<file path="config.mk">
export PLATFORM = sky130hd
export DESIGN_NAME = hyper_mem_bist
export DESIGN_NICKNAME = d
export VERILOG_FILES = /design/src/rtl/hyper_bist_pkg.sv /design/src/rtl/hyper_bist_pattern.sv /design/src/rtl/hyper_mem_bist.sv
export SDC_FILE = /design/constraint.sdc
export NUM_CORES = 1
export LEC_CHECK = 0
export BUFFER_PORTS_ARGS = -buffer_cell sky130_fd_sc_hd__buf_2
export CORE_MARGIN = 3
export CORE_UTILIZATION = 32
export CTS_CLUSTER_SIZE = 12
export DETAILED_ROUTE_END_ITERATION = 7
export PLACE_DENSITY = 0.51
export SYNTH_ARGS = -nofsm -noshare
export SYNTH_HDL_FRONTEND = slang
export SYNTH_SLANG_ARGS = --single-unit
</file>
<file path="constraint.sdc">
create_clock -name clk -period 4.5 [get_ports clk]
set_input_delay 0.45 -clock clk [delete_from_list [all_inputs] [get_ports clk]]
set_output_delay 0.45 -clock clk [all_outputs]
set_load 0.1 [all_outputs]
</file>
<file path="src/rtl/hyper_bist_pkg.sv">
// Shared types and constants for the hyper_xface memory BIST.
package hyper_bist_pkg;

    typedef enum logic [2:0] {
        StIdle,
        StWrReq,
        StWrWaitBusy,
        StWrWaitIdle,
        StRdReq,
        StRdWaitBusy,
        StRdData,
        StDone
    } bist_state_t;

    typedef enum logic [1:0] {
        MODE_INC   = 2'd0,
        MODE_WALK1 = 2'd1,
        MODE_LFSR  = 2'd2,
        MODE_ADDR  = 2'd3
    } bist_mode_t;

    // Galois form of x^32+x^22+x^2+x+1, shifting right.
    localparam logic [31:0] LFSR_TAPS = 32'h8020_0003;

    function automatic logic [31:0] lfsr_step(input logic [31:0] s);
        return {1'b0, s[31:1]} ^ (s[0] ? LFSR_TAPS : 32'h0);
    endfunction

endpackage

</file>
<file path="src/rtl/hyper_bist_pattern.sv">
// Data pattern generator; the LFSR is reseeded so write and read phases replay the same sequence.
module hyper_bist_pattern
    import hyper_bist_pkg::*;
#(
    parameter int unsigned CNT_W     = 16,
    parameter int unsigned ADDR_W    = 32,
    parameter logic [31:0] LFSR_SEED = 32'hACE1_2468
) (
    input  logic              clk,
    input  logic              reset_l,
    input  logic [1:0]        mode,
    input  logic [CNT_W-1:0]  idx,
    input  logic [ADDR_W-1:0] addr,
    input  logic              advance,
    input  logic              reseed,
    output logic [31:0]       pattern
);

    logic [31:0] lfsr_q, lfsr_d;

    always_comb begin
        lfsr_d = lfsr_q;
        if (reseed) begin
            lfsr_d = LFSR_SEED;
        end else if (advance) begin
            lfsr_d = lfsr_step(lfsr_q);
        end
    end

    always_ff @(posedge clk) begin
        if (!reset_l) begin
            lfsr_q <= LFSR_SEED;
        end else begin
            lfsr_q <= lfsr_d;
        end
    end

    always_comb begin
        pattern = 32'h0;
        unique case (bist_mode_t'(mode))
            MODE_INC:   pattern = 32'(idx);
            MODE_WALK1: pattern = 32'd1 << idx[4:0];
            MODE_LFSR:  pattern = lfsr_q;
            MODE_ADDR:  pattern = 32'(addr);
            default:    pattern = 32'h0;
        endcase
    end

endmodule

</file>
<file path="src/rtl/hyper_mem_bist.sv">
// Write/readback traffic generator and checker for the hyper_xface user port.
module hyper_mem_bist
    import hyper_bist_pkg::*;
#(
    parameter int unsigned ADDR_W    = 32,
    parameter int unsigned DATA_W    = 32,
    parameter int unsigned CNT_W     = 16,
    parameter int unsigned RD_BURST  = 4,
    parameter int unsigned ADDR_STEP = 2,
    parameter int unsigned TIMEOUT   = 1024,
    parameter logic [31:0] LFSR_SEED = 32'hACE1_2468
) (
    input  logic              clk,
    input  logic              reset_l,
    input  logic              start,
    input  logic [1:0]        mode,
    input  logic [ADDR_W-1:0] base_addr,
    input  logic [CNT_W-1:0]  num_words,
    output logic              wr_req,
    output logic              rd_req,
    output logic [3:0]        wr_byte_en,
    output logic              mem_or_reg,
    output logic [5:0]        rd_num_dwords,
    output logic [ADDR_W-1:0] addr,
    output logic [DATA_W-1:0] wr_d,
    input  logic [DATA_W-1:0] rd_d,
    input  logic              rd_rdy,
    input  logic              busy,
    output logic              running,
    output logic              done,
    output logic              pass,
    output logic [CNT_W-1:0]  err_cnt,
    output logic [ADDR_W-1:0] first_err_addr,
    output logic [DATA_W-1:0] first_err_data,
    output logic              timeout
);

    localparam int unsigned       TMO_W     = $clog2(TIMEOUT + 1);
    localparam logic [TMO_W-1:0]  TMO_LAST  = TMO_W'(TIMEOUT - 1);
    localparam logic [CNT_W-1:0]  BURST_CNT = CNT_W'(RD_BURST);
    localparam logic [ADDR_W-1:0] STEP      = ADDR_W'(ADDR_STEP);

    bist_state_t       state_q, state_d;
    logic [1:0]        mode_q, mode_d;
    logic [ADDR_W-1:0] base_q, base_d, cur_addr_q, cur_addr_d, ferr_addr_q, ferr_addr_d;
    logic [CNT_W-1:0]  num_q, num_d, idx_q, idx_d, err_cnt_q, err_cnt_d;
    logic [5:0]        len_q, len_d, beat_q, beat_d;
    logic [TMO_W-1:0]  tmo_q, tmo_d;
    logic [DATA_W-1:0] ferr_data_q, ferr_data_d;
    logic              wr_req_q, wr_req_d, rd_req_q, rd_req_d;
    logic              running_q, running_d, done_q, done_d, timeout_q, timeout_d;

    logic              advance, reseed, beat_ok, tmo_hit;
    logic [31:0]       pattern;
    logic [CNT_W-1:0]  idx_inc, rem;
    logic [5:0]        beats_now;

    hyper_bist_pattern #(
        .CNT_W    (CNT_W),
        .ADDR_W   (ADDR_W),
        .LFSR_SEED(LFSR_SEED)
    ) u_pattern (
        .clk    (clk),
        .reset_l(reset_l),
        .mode   (mode_q),
        .idx    (idx_q),
        .addr   (cur_addr_q),
        .advance(advance),
        .reseed (reseed),
        .pattern(pattern)
    );

    always_comb begin
        state_d     = state_q;
        mode_d      = mode_q;
        base_d      = base_q;
        num_d       = num_q;
        idx_d       = idx_q;
        cur_addr_d  = cur_addr_q;
        len_d       = len_q;
        beat_d      = beat_q;
        err_cnt_d   = err_cnt_q;
        ferr_addr_d = ferr_addr_q;
        ferr_data_d = ferr_data_q;
        running_d   = running_q;
        done_d      = done_q;
        timeout_d   = timeout_q;
        tmo_d       = tmo_q;
        wr_req_d    = 1'b0;
        rd_req_d    = 1'b0;
        advance     = 1'b0;
        reseed      = 1'b0;
        idx_inc     = idx_q + 1'b1;
        rem         = num_q - idx_q;
        beat_ok     = rd_rdy && (beat_q < len_q);
        beats_now   = beat_q + {5'd0, beat_ok};
        tmo_hit     = (tmo_q == TMO_LAST);

        unique case (state_q)
            StIdle, StDone: begin
                if (start) begin
                    mode_d      = mode;
                    base_d      = base_addr;
                    num_d       = num_words;
                    idx_d       = '0;
                    cur_addr_d  = base_addr;
                    reseed      = 1'b1;
                    err_cnt_d   = '0;
                    ferr_addr_d = '0;
                    ferr_data_d = '0;
                    timeout_d   = 1'b0;
                    done_d      = (num_words == '0);
                    running_d   = (num_words != '0);
                    state_d     = (num_words == '0) ? StDone : StWrReq;
                end
            end
            StWrReq: begin
                if (!busy) begin
                    wr_req_d = 1'b1;
                    state_d  = StWrWaitBusy;
                end
            end
            StWrWaitBusy: begin
                if (busy) begin
                    state_d = StWrWaitIdle;
                end else if (tmo_hit) begin
                    timeout_d = 1'b1;
                    state_d   = StDone;
                end
            end
            StWrWaitIdle: begin
                if (!busy) begin
                    idx_d      = idx_inc;
                    cur_addr_d = cur_addr_q + STEP;
                    advance    = 1'b1;
                    state_d    = StWrReq;
                    if (idx_inc == num_q) begin
                        idx_d      = '0;
                        cur_addr_d = base_q;
                        reseed     = 1'b1;
                        state_d    = StRdReq;
                    end
                end
            end
            StRdReq: begin
                len_d = (rem < BURST_CNT) ? rem[5:0] : BURST_CNT[5:0];
                if (!busy) begin
                    rd_req_d = 1'b1;
                    beat_d   = '0;
                    state_d  = StRdWaitBusy;
                end
            end
            StRdWaitBusy: begin
                if (busy) begin
                    state_d = StRdData;
                end else if (tmo_hit) begin
                    timeout_d = 1'b1;
                    state_d   = StDone;
                end
            end
            StRdData: begin
                if (beat_ok) begin
                    idx_d      = idx_inc;
                    cur_addr_d = cur_addr_q + STEP;
                    advance    = 1'b1;
                    if (rd_d != DATA_W'(pattern)) begin
                        if (err_cnt_q != '1) begin
                            err_cnt_d = err_cnt_q + 1'b1;
                        end
                        if (err_cnt_q == '0) begin
                            ferr_addr_d = cur_addr_q;
                            ferr_data_d = rd_d;
                        end
                    end
                end
                beat_d = beats_now;
                // A beat landing with busy's fall is counted before the completion test.
                if (beats_now == len_q && !busy) begin
                    state_d = (idx_d == num_q) ? StDone : StRdReq;
                end else if (tmo_hit) begin
                    timeout_d = 1'b1;
                    state_d   = StDone;
                end
            end
            default: state_d = StIdle;
        endcase

        if (state_d == StDone && state_q != StDone) begin
            running_d = 1'b0;
            done_d    = 1'b1;
        end

        if (state_d != state_q) begin
            tmo_d = '0;
        end else if (state_q inside {StWrWaitBusy, StRdWaitBusy, StRdData}) begin
            tmo_d = tmo_q + 1'b1;
        end
    end

    always_ff @(posedge clk) begin
        if (!reset_l) begin
            state_q     <= StIdle;
            mode_q      <= '0;
            base_q      <= '0;
            num_q       <= '0;
            idx_q       <= '0;
            cur_addr_q  <= '0;
            len_q       <= '0;
            beat_q      <= '0;
            err_cnt_q   <= '0;
            ferr_addr_q <= '0;
            ferr_data_q <= '0;
            running_q   <= 1'b0;
            done_q      <= 1'b0;
            timeout_q   <= 1'b0;
            tmo_q       <= '0;
            wr_req_q    <= 1'b0;
            rd_req_q    <= 1'b0;
        end else begin
            state_q     <= state_d;
            mode_q      <= mode_d;
            base_q      <= base_d;
            num_q       <= num_d;
            idx_q       <= idx_d;
            cur_addr_q  <= cur_addr_d;
            len_q       <= len_d;
            beat_q      <= beat_d;
            err_cnt_q   <= err_cnt_d;
            ferr_addr_q <= ferr_addr_d;
            ferr_data_q <= ferr_data_d;
            running_q   <= running_d;
            done_q      <= done_d;
            timeout_q   <= timeout_d;
            tmo_q       <= tmo_d;
            wr_req_q    <= wr_req_d;
            rd_req_q    <= rd_req_d;
        end
    end

    assign wr_req         = wr_req_q;
    assign rd_req         = rd_req_q;
    assign wr_byte_en     = 4'hF;
    assign mem_or_reg     = 1'b0;
    assign rd_num_dwords  = len_q;
    assign addr           = cur_addr_q;
    assign wr_d           = DATA_W'(pattern);
    assign running        = running_q;
    assign done           = done_q;
    assign pass           = done_q && (err_cnt_q == '0) && !timeout_q;
    assign err_cnt        = err_cnt_q;
    assign first_err_addr = ferr_addr_q;
    assign first_err_data = ferr_data_q;
    assign timeout        = timeout_q;

    p_data_w: assert property (@(posedge clk) DATA_W == 32)
        else $error("hyper_mem_bist: DATA_W must be 32");

endmodule

</file>
==> results of run 1 <==
==> sequential cells by signal (all words and copies together), names as in the netlist, 2 cells and up <==
signal and count:
addr 32, base_q 32, beat_q 6, err_cnt 16, first_err_addr 32, first_err_data 32
idx_q 16, mode_q 2, num_q 16, rd_num_dwords 6, state_q 3, tmo_q 11
u_pattern.lfsr_q 32
==> cell usage in the layout, fill, tap and decap left out, drive strengths merged, types with 20 or more instances in the layout <==
master and instances:
a21oi 149, a31oi 34, and3 23, buf 287
clkbuf 45, dfxtp 241, ha 32, inv 40
nand2 349, nand2b 21, nand3 119, nand4 28
nor2 99, nor3 31, nor4 20, o21ai 139
or3 22, xnor2 54, xor2 45
==> per-layer routing <==
layer / vias to the layer above / routed length [microns] / part of all wire [%] / GRT usage (%)
li1: 6798 / - / - / -
met1: 6639 / 25300 / 48 / 33.0
met2: 458 / 22000 / 42 / 32.7
met3: 60 / 3920 / 7.5 / 4.24
met4: 2 / 928 / 1.8 / 4.65
met5: - / 7 / 0.013 / 0
==> worst reg2reg max path: cells and delay by family (launching register included) <==
kind                   cells  cell delay [ns]
XOR/XNOR                   1             0.25
multiplexers               1             0.32
AND/OR/NAND/NOR            4             1.05
flip-flops                 1             0.84
AO/OA/AOI/OAI              3             0.69
buffers and inverters      2             0.73
==> layout make-up <==
type	instances	area share, %
clock inverter	11	1.00
tap	539	4.06
clock buffer	45	5.46
inverter	41	0.926
timing repair buffer	287	9.39
sequential	241	29.0
multi-input combinational	1402	50.1
antenna	1	0.0151
==> power groups by stage <==
| stage | registers, mW | clock network (mW) | logic [mW] |
|---|---|---|---|
| after floorplan | 3.98 | 0 | 2.60 |
| after global placement | 3.01 | 0 | 4.86 |
| after detailed placement | 3.01 | 0 | 4.89 |
| after CTS | 2.96 | 2.66 | 4.90 |
| after global routing | 3.02 | 2.75 | 5.28 |
| final | 2.98 | 2.61 | 4.92 |
==> path summary, 6_finish.rpt <==
kind	end	slack, ns
setup / recovery	first_err_data[23]	0.53
hold / removal	base_q[13]	0.12
setup reg to reg	first_err_data[23]	0.53
hold reg to reg	base_q[27]	0.45
==> cells by family (layout without fill, tap and decap cells) <==
kind of cell / after synthesis / after routing
other: 2 / 6
AOI/OAI and AO/OA: 463 / 463
buffers and inverters: 170 / 384
muxes: 23 / 23
adders and majority gates: 33 / 33
xor gates and xnor gates: 100 / 100
and+or+nand+nor: 778 / 778
DFF: 241 / 241
==> metrics.txt, run 1 <==
Final Critical Period 3.97 ns; final worst slack 0.527 ns; crit-path cells buf_4, mux2i_1, o32ai_2, xnor2_1, nand4_1, a2111o_1, nor4_4, or3_4, buf_4, nand3_1, o21ai_0; clk_skew 0.0214 ns; Hold WC Path Type in -> reg; most used cell, CP buf_4; CTS tree built; share of cells above drive strength 1 19.2%; critical path required time 5.00 ns; first-pass GRT wire length 78.7 mm; Comb pwr share 46.8%; Cell Area, Synth 13800 sq um; number of library cell types mapped by synthesis 85; core area 42200 sq um; adder-cell share of the synthesized area 3.06%; LEAKAGE 6.73 nW; top post-synthesis cells by count nand2_1, dfxtp_1, a21oi_1, o21ai_0, nand3_1; Synth Area in Compound Gates 20.8%; layout overhead on the synthesized area 20.8%; initial antenna violation count 2; Worst setup EP type register; die width 213 microns; Routed Antenna Nets 0; dominant synthesized flop cell dfxtp_1; sequential power share 28.4%; Setup crit start mode_q[0]; Reg-to-Reg Start mode_q[0]; Sw Ratio 49.8%; hold slack 0.121 ns; CTS Buf Count 30; Post-Synth XOR/XNOR Area 6.47%; Hold Path Depth 3; DRT Pass-1 Iters 5; f_max 0.252 GHz; Clk Latency, worst-skew pair 0.58 ns; CTS clk-pin slew, worst paths 0.06 ns; CP max stage cell dfxtp_2; H-tree levels 1; pin count of the biggest net entering global routing 71; CP max stage delay 0.84 ns; crit path max fanout 46; Post-CTS Hold Fix Bufs 0; Nets 2123; WL per Instance 20.3 microns; Hold Vio Cnt, Final 0; Fillers 4432; outcome completed; Seq. cell area 4830 sq um; sequential element share of the synthesized area 35.1%; area share of the largest cell type after synthesis 35.1%; Clock power frac 24.8%; YS warnings 0; cell family with most CP delay simple AND/OR/NAND/NOR gates; vias in the first global route 13100; hpwl dp 38.9 mm; Finished Core Util 39.4%; DP Area 15500 sq um; Slew HR 12.6%; cts repair resizes 0; Final Slew Violations 0; IR drop worst, VDD 0.497 mV; most frequent cell after synthesis nand2_1; Row Count 75; post-synthesis cell count 1810; Die H 213 microns; period utilisation layout 88.3%; total track usage 22.0%; HP Start base_addr[13]; main combinational cell family by area after synthesis simple AND/OR/NAND/NOR gates; area occupied by multi-input gates 8330 sq um; grt ovf 0; Psw 5.23 mW; maxcap violations 0; number of synthesized flops with an enable pin 0; Vias/cell 5.44; IO buf count 242; pre-CTS WS 0.558 ns; flops & latches, synth 241; DRC viols 0; root buf cell clkbuf_16; pwr/cell area 632 nW/um^2; setup tns final 0 ns; Synth async-reset ratio 0%; top post-synthesis cells by area dfxtp_1, nand2_1, a21oi_1; Worst Tran Pin Value 1.31 ns; Clock Path Buffers 3; Pint 5.27 mW; Crit path depth 11; startpoint type of the worst setup path register; Simple-Gate Fraction of Synth Area 27.1%; Crit path arrival time 4.48 ns; Setup Viol. Count Final 0; post-CTS setup buffers 0; Post-Route WL 52.2 mm; Initial Util 32.6%; Placed Instances 2510; area leader, netlist dfxtp_1; fin cells 2567; CP Buf/Inv Count 2; vias 14000; FF-to-FF path depth 11; overall die area 45500 sq um; RSZ-0062 raised after global routing false; Pwr Total 10.5 mW; global placement routability congestion 0.905; WS Path Type reg -> reg; CTS sink cnt 241; IO Count 248; DRT iter0 DRCs 1224; post-route design area 16600 sq um; mux share of post-synthesis cell area 1.89%; Avg Inst Size Synth 7.60 sq um
Power figures use the tool's default switching activity.
==> run 2: changes to the inputs <==
- CORE_ASPECT_RATIO: not set -> 0.5
==> run 2 against run 1 <==
  * Final cell count is 1.2% higher
  * Core utilization down 0.40 points
  * Routed wire length shrank 4.0%
  * First-iteration DRC count down 11%
  * Largest cell class unchanged
==> metrics.txt, run 2 (synthesized netlist as in run 1, its figures left out) <==
cell family with most CP delay simple AND/OR/NAND/NOR gates (unchanged); Crit path depth 10 (was 11); f_max 0.263 GHz (was 0.252 GHz); hold endpoint base_q[28] (was base_q[13]); commonest non-fill, non-tap cells in the layout nand2_1, buf_2, dfxtp_1, a21oi_1, o21ai_0 (unchanged); Post-Route WL 50.1 mm (was 52.2 mm); root buf cell clkbuf_16 (unchanged); RSZ-0062 raised after global routing false (unchanged); Hold Path Depth 3 (unchanged); FF-to-FF path depth 10 (was 11); IO Count 248 (unchanged); overall die area 45700 sq um (was 45500 sq um); CP max stage delay 0.60 ns (was 0.84 ns); pin count of the biggest net entering global routing 61 (was 71); RR Endpoint done (was first_err_data[23]); crit path max fanout 10 (was 46); layout overhead on the synthesized area 19.6% (was 20.8%); Fillers 4495 (was 4432); setup tns final 0 ns (unchanged); Comb pwr share 49.7% (was 46.8%); Clk Latency, worst-skew pair 0.57 ns (was 0.58 ns); cts repair resizes 0 (unchanged); Crit path arrival time 4.29 ns (was 4.48 ns); Post-CTS Hold Fix Bufs 0 (unchanged); LEAKAGE 6.62 nW (was 6.73 nW); crit-path cells ha_1, nand3_1, or2_1, a2111oi_0, o211a_1, nand4_2, nor2_2, o2111ai_1, nor3_1, o21a_1 (was buf_4, mux2i_1, o32ai_2, xnor2_1, nand4_1, a2111o_1, nor4_4, or3_4, buf_4, nand3_1, o21ai_0); CTS clk-pin slew, worst paths 0.07 ns (was 0.06 ns); Sw Ratio 51.4% (was 49.8%); Final Slew Violations 0 (unchanged); Routed Antenna Nets 0 (unchanged); CTS tree built (unchanged); critical path required time 4.99 ns (was 5.00 ns); commonest non-fill, non-tap cell in the layout nand2_1 (unchanged); Slew HR 35.8% (was 12.6%); first-pass GRT wire length 77.4 mm (was 78.7 mm); Die H 153 microns (was 213 microns); period utilisation layout 84.5% (was 88.3%); startpoint type of the worst setup path register (unchanged); Row Count 53 (was 75); Worst Tran Pin Value 0.958 ns (was 1.31 ns); Nets 2125 (was 2123); clk_skew 0.0266 ns (was 0.0214 ns); total track usage 21.2% (was 22.0%); hpwl dp 36.8 mm (was 38.9 mm); Hold Vio Cnt, Final 0 (unchanged); Psw 5.16 mW (was 5.23 mW); DRC viols 0 (unchanged); Vias/cell 5.23 (was 5.44); reg2reg setup slack 0.70 ns (was 0.53 ns); IO buf count 242 (unchanged); IR drop worst, VDD 0.308 mV (was 0.497 mV); DRT iter0 DRCs 1093 (was 1224); post-CTS setup buffers 0 (unchanged); Setup Viol. Count Final 0 (unchanged); WS Path Type reg -> reg (unchanged); core area 42200 sq um (about the same); HP Start base_addr[28] (was base_addr[13]); WL per Instance 19.3 microns (was 20.3 microns); grt ovf 0 (unchanged); Worst setup EP type register (unchanged); H-tree levels 1 (unchanged); pwr/cell area 609 nW/um^2 (was 632 nW/um^2); die width 299 microns (was 213 microns); global placement routability congestion 0.881 (was 0.905); Hold WC Path Type in -> reg (unchanged); CTS Buf Count 26 (was 30); vias in the first global route 12700 (was 13100); Clock Path Buffers 3 (unchanged); Reg-to-Reg Start idx_q[0] (was mode_q[0]); Initial Util 32.6% (about the same); Final Critical Period 3.80 ns (was 3.97 ns); DRT Pass-1 Iters 5 (unchanged); share of cells above drive strength 1 18.8% (was 19.2%); Clock power frac 21.1% (was 24.8%); maxcap violations 0 (unchanged); CP Buf/Inv Count 0 (was 2); initial antenna violation count 2 (unchanged); outcome completed (unchanged); Pint 4.87 mW (was 5.27 mW); Finished Core Util 39.0% (was 39.4%); vias 13600 (was 14000); CTS sink cnt 241 (unchanged); sequential power share 29.2% (was 28.4%); CP max stage cell dfxtp_1 (was dfxtp_2)
## run 2: cell types whose count changed in the layout (fill, tap and decap cells not counted), moves of 2 or more
cell,before,now
clkinv_2,6,2
clkbuf_8,10,3
clkbuf_16,30,26
clkinvlp_4,0,2
buf_4,44,49
bufinv_16,4,1
clkbuf_1,5,9
## run 2: metal layers
metal / vias up / wire length (microns) / track usage [%]
met5: - / 11 / 0
met4: 2 / 762 / 3.65
met3: 49 / 2440 / 3.69
met2: 269 / 24100 / 36.2
met1: 6494 / 22800 / 28.5
li1: 6790 / - / -
## run 2: worst max path at each step
stage | startpoint | endpoint | slack [ns]
floorplan | addr[20] | first_err_addr[16] | 0.01
global placement | rd_num_dwords[2] | tmo_q[5] | 0.67
detailed placement | rd_num_dwords[2] | tmo_q[6] | 0.72
CTS | rd_num_dwords[2] | tmo_q[7] | 0.69
global route | mode_q[1] | err_cnt[7] | 0.34
finish | idx_q[0] | done | 0.70
## run 2: tightest hold or removal path: cells and delay by family
family	cells	cell delay [ns]
AO/OA/AOI/OAI	1	0.05
AND/OR/NAND/NOR	1	0.05
buffers and inverters	1	0.10
## run 2: cell type report
| cell class | instances | area [sq um] | area share [%] |
|---|---|---|---|
| clock buffer | 38 | 726 | 4.41 |
| clock inverter | 6 | 85.1 | 0.517 |
| multi-input combinational | 1402 | 8320 | 50.6 |
| sequential | 241 | 4830 | 29.3 |
| timing repair buffer | 293 | 1620 | 9.84 |
| tap | 577 | 722 | 4.39 |
| antenna | 1 | 2.50 | 0.0152 |
| inverter | 41 | 154 | 0.935 |
## run 2: stage by stage
| step | cell area (sq um) | hold slack [ns] | setup WS, ns | cells | total power [mW] |
|---|---|---|---|---|---|
| after global routing | 16500 | 0.127 | 0.344 | 2598 | 10.6 |
| final | 16500 | 0.125 | 0.697 | 2599 | 10.0 |
| after global placement | 15600 | 0.444 | 0.674 | 2554 | 7.95 |
| after CTS | 16500 | 0.111 | 0.693 | 2598 | 10.1 |
| after detailed placement | 15600 | 0.447 | 0.724 | 2554 | 7.95 |
| after floorplan | 13900 | 0.437 | 0.0136 | 1813 | 6.57 |
## run 2: power groups by stage
stage	Sequential, mW	Clock, mW	Combinational (mW)
floorplan	3.98	0	2.60
global placement	2.98	0	4.97
detailed placement	2.98	0	4.97
CTS	2.93	2.18	4.98
global route	2.97	2.26	5.34
finish	2.93	2.12	4.99
==> run 3: changes to the inputs <==
- ABC_AREA: not set -> 1
- PLACE_DENSITY: 0.51 -> 0.5
- clock period: 4.5 -> 3.8 ns (I/O delays scaled with it)
==> run 3 against run 2 <==
  * Combinational power grew 130%
  * Clock skew is 0.011 ns lower
  * Count of clock-buffer cells in the layout is 1 lower
  * Core utilization up 0.43 points
  * Critical path depth increased by 14
  * Total power grew 78%
  * Sequential cell count stayed put
  * First-iteration DRC count up 51%
  * Non-clock buffer count is 7 higher
  * Worst setup slack lost 0.36 ns
  * Register-to-register slack got worse by 0.36 ns
  * Die area increased by 10%
  * Critical endpoint is now tmo_q[0]
  * Largest power group unchanged
==> metrics.txt, run 3 <==
DRT Pass-1 Iters 6 (was 5); hpwl dp 48.6 mm (was 36.8 mm); RSZ-0062 raised after global routing false (unchanged); number of synthesized flops with an enable pin 0 (unchanged); WS Path Type reg -> reg (unchanged); Post-Synth XOR/XNOR Area 4.71% (was 6.47%); Vias/cell 5.06 (was 5.23); outcome completed (unchanged); post-CTS setup buffers 0 (unchanged); YS warnings 0 (unchanged); pin count of the biggest net entering global routing 82 (was 61); Final Critical Period 3.47 ns (was 3.80 ns); main combinational cell family by area after synthesis simple AND/OR/NAND/NOR gates (unchanged); LEAKAGE 8.21 nW (was 6.62 nW); Simple-Gate Fraction of Synth Area 33.6% (was 27.1%); Synth Area in Compound Gates 15.1% (was 20.8%); top post-synthesis cells by area dfxtp_1, nand2_1, inv_1 (was dfxtp_1, nand2_1, a21oi_1); Worst Tran Pin Value 1.03 ns (was 0.958 ns); global placement routability congestion 0.948 (was 0.881); clk_skew 0.0160 ns (was 0.0266 ns); cts repair resizes 0 (unchanged); reg2reg setup slack 0.33 ns (was 0.70 ns); met2 WL 26.2 mm (was 24.1 mm); Pwr Total 17.8 mW (was 10.0 mW); Met1 Wirelength 31.2 mm (was 22.8 mm); IO buf count 242 (unchanged); f_max 0.289 GHz (was 0.263 GHz); die width 315 microns (was 299 microns); CTS clk-pin slew, worst paths 0.07 ns (about the same); area share of the largest cell type after synthesis 31.7% (was 35.1%); Hold WC Path Type in -> reg (unchanged); Hold Vio Cnt, Final 0 (unchanged); Routed Antenna Nets 0 (unchanged); CP endpoint tmo_q[0] (was done); core area 46100 sq um (was 42200 sq um); Nets 2731 (was 2125); Worst setup EP type register (unchanged); pwr/cell area 983 nW/um^2 (was 609 nW/um^2); mux share of post-synthesis cell area 0.0657% (was 1.89%); IR drop worst, VDD 0.543 mV (was 0.308 mV); crit path max fanout 11 (was 10); RR Endpoint tmo_q[0] (was done); Top Metal Used met4 (was met5); DRC viols 0 (unchanged); Hold Path Depth 3 (unchanged); post-synthesis cell count 2407 (was 1810); IO Count 248 (unchanged); first-pass GRT wire length 95.4 mm (was 77.4 mm); Setup Viol. Count Final 0 (unchanged); Setup crit start rd_num_dwords[5] (was idx_q[0]); root buf cell clkbuf_16 (unchanged); Met3 Wirelength 4.88 mm (was 2.44 mm); number of library cell types mapped by synthesis 55 (was 85); layout overhead on the synthesized area 19.2% (was 19.6%); Fillers 5056 (was 4495); Row Count 55 (was 53); Synth async-reset ratio 0% (unchanged); area leader, netlist dfxtp_1 (unchanged); vias in the first global route 15200 (was 12700); Cell Area, Synth 15200 sq um (was 13800 sq um); vias 16500 (was 13600); setup tns final 0 ns (unchanged); CTS tree built (unchanged); startpoint type of the worst setup path register (unchanged); top post-synthesis cells by count nand2_1, inv_1, nor2_1, dfxtp_1, o21ai_0 (was nand2_1, dfxtp_1, a21oi_1, o21ai_0, nand3_1); overall die area 50400 sq um (was 45700 sq um); sequential element share of the synthesized area 31.7% (was 35.1%); commonest non-fill, non-tap cells in the layout nand2_1, inv_1, nor2_1, buf_2, dfxtp_1 (was nand2_1, buf_2, dfxtp_1, a21oi_1, o21ai_0); Initial Util 33.1% (was 32.6%); initial antenna violation count 3 (was 2); share of cells above drive strength 1 15.8% (was 18.8%); CTS sink cnt 241 (unchanged); WL per Instance 19.5 microns (was 19.3 microns); Clk Latency, worst-skew pair 0.56 ns (was 0.57 ns); maxcap violations 0 (unchanged); DRT iter0 DRCs 1652 (was 1093); grt ovf 0 (unchanged); most frequent cell after synthesis nand2_1 (unchanged); Avg Inst Size Synth 6.33 sq um (was 7.60 sq um); CTS Buf Count 26 (unchanged); Post-CTS Hold Fix Bufs 0 (unchanged); Clock Path Buffers 3 (unchanged); Reg-to-Reg Start rd_num_dwords[5] (was idx_q[0]); period utilisation layout 91.2% (was 84.5%); Die H 160 microns (was 153 microns); Crit path arrival time 3.95 ns (was 4.29 ns); adder-cell share of the synthesized area 2.76% (was 3.06%); total track usage 24.4% (was 21.2%); commonest non-fill, non-tap cell in the layout nand2_1 (unchanged); Slew HR 30.6% (was 35.8%); H-tree levels 1 (unchanged); Final Slew Violations 0 (unchanged); flops & latches, synth 241 (unchanged); FF-to-FF path depth 24 (was 10); Post-Route WL 63.4 mm (was 50.1 mm); critical path required time 4.28 ns (was 4.99 ns); dominant synthesized flop cell dfxtp_1 (unchanged)
## run 3: routing by layer
| layer | up-vias | global-route usage [%] |
|---|---|---|
| li1 | 8217 | - |
| met1 | 7624 | 36.7 |
| met4 | 0 | 4.82 |
| met3 | 64 | 4.78 |
| met5 | - | 0 |
| met2 | 547 | 35.6 |
## run 3: worst min-delay path by stage
| stage | startpoint | end | slack (ns) |
|---|---|---|---|
| finish | base_addr[11] | base_q[11] | 0.09 |
| global route | base_addr[8] | base_q[8] | 0.10 |
| CTS | base_addr[11] | base_q[11] | 0.07 |
| detailed placement | base_q[30] | base_q[30] | 0.45 |
| global placement | base_q[30] | base_q[30] | 0.44 |
| floorplan | base_q[29] | base_q[29] | 0.42 |
## run 3: metrics by stage
stage	hold slack (ns)	instances	cell area (sq um)	util, %	setup slack, ns
2_1_floorplan	0.425	2410	15300	-	0.0170
3_3_place_gp	0.439	3210	17300	37.5	0.405
3_5_place_dp	0.447	3210	17300	37.5	0.352
4_1_cts	0.0734	3253	18200	39.4	0.326
5_1_grt	0.102	3254	18200	39.4	0.0415
6_report	0.0932	3254	18200	39.4	0.335
## run 3: cells by family after synthesis
| logic type | Yosys count |
|---|---|
| AO/OA/AOI/OAI | 401 |
| XOR/XNOR | 82 |
| adder cells (fa/ha/maj) | 33 |
| buffers and inverters | 470 |
| flip-flops | 241 |
| multiplexers | 1 |
| other | 2 |
| AND/OR/NAND/NOR | 1177 |
## run 3: report_power, final
group / internal, mW / switching, mW / total, mW
sequential: 3.21 / 0.610 / 3.82
clock: 1.57 / 1.13 / 2.70
combinational: 2.30 / 9.03 / 11.3
total: 7.07 / 10.8 / 17.8
## run 3: layout make-up
class                      instances  area (sq um)  area share, %
inverter                         343          1290           7.09
timing repair buffer             300          1680           9.27
clock buffer                      37           753           4.15
multi-input combinational       1699          8700           47.9
clock inverter                     6           105          0.579
tap                              627           785           4.32
sequential                       241          4840           26.6
antenna                            1          2.50         0.0138
## run 3: worst max-delay path, stage by stage, from the launching register on
cell,delay (ns)
dfxtp_4,0.34
inv_1,0.06
ha_1,0.30
nand2_1,0.07
inv_1,0.03
nor2_1,0.08
nand2_1,0.08
a21oi_1,0.21
ha_1,0.23
ha_1,0.27
a21oi_1,0.16
o21ai_0,0.09
nor3_1,0.19
nand3_1,0.10
nor3_1,0.18
buf_4,0.16
nor2_1,0.04
nor2_1,0.08
nand2_1,0.06
nand2_1,0.09
inv_1,0.06
nand2_1,0.06
nand3_1,0.09
buf_4,0.21
nor3_1,0.13
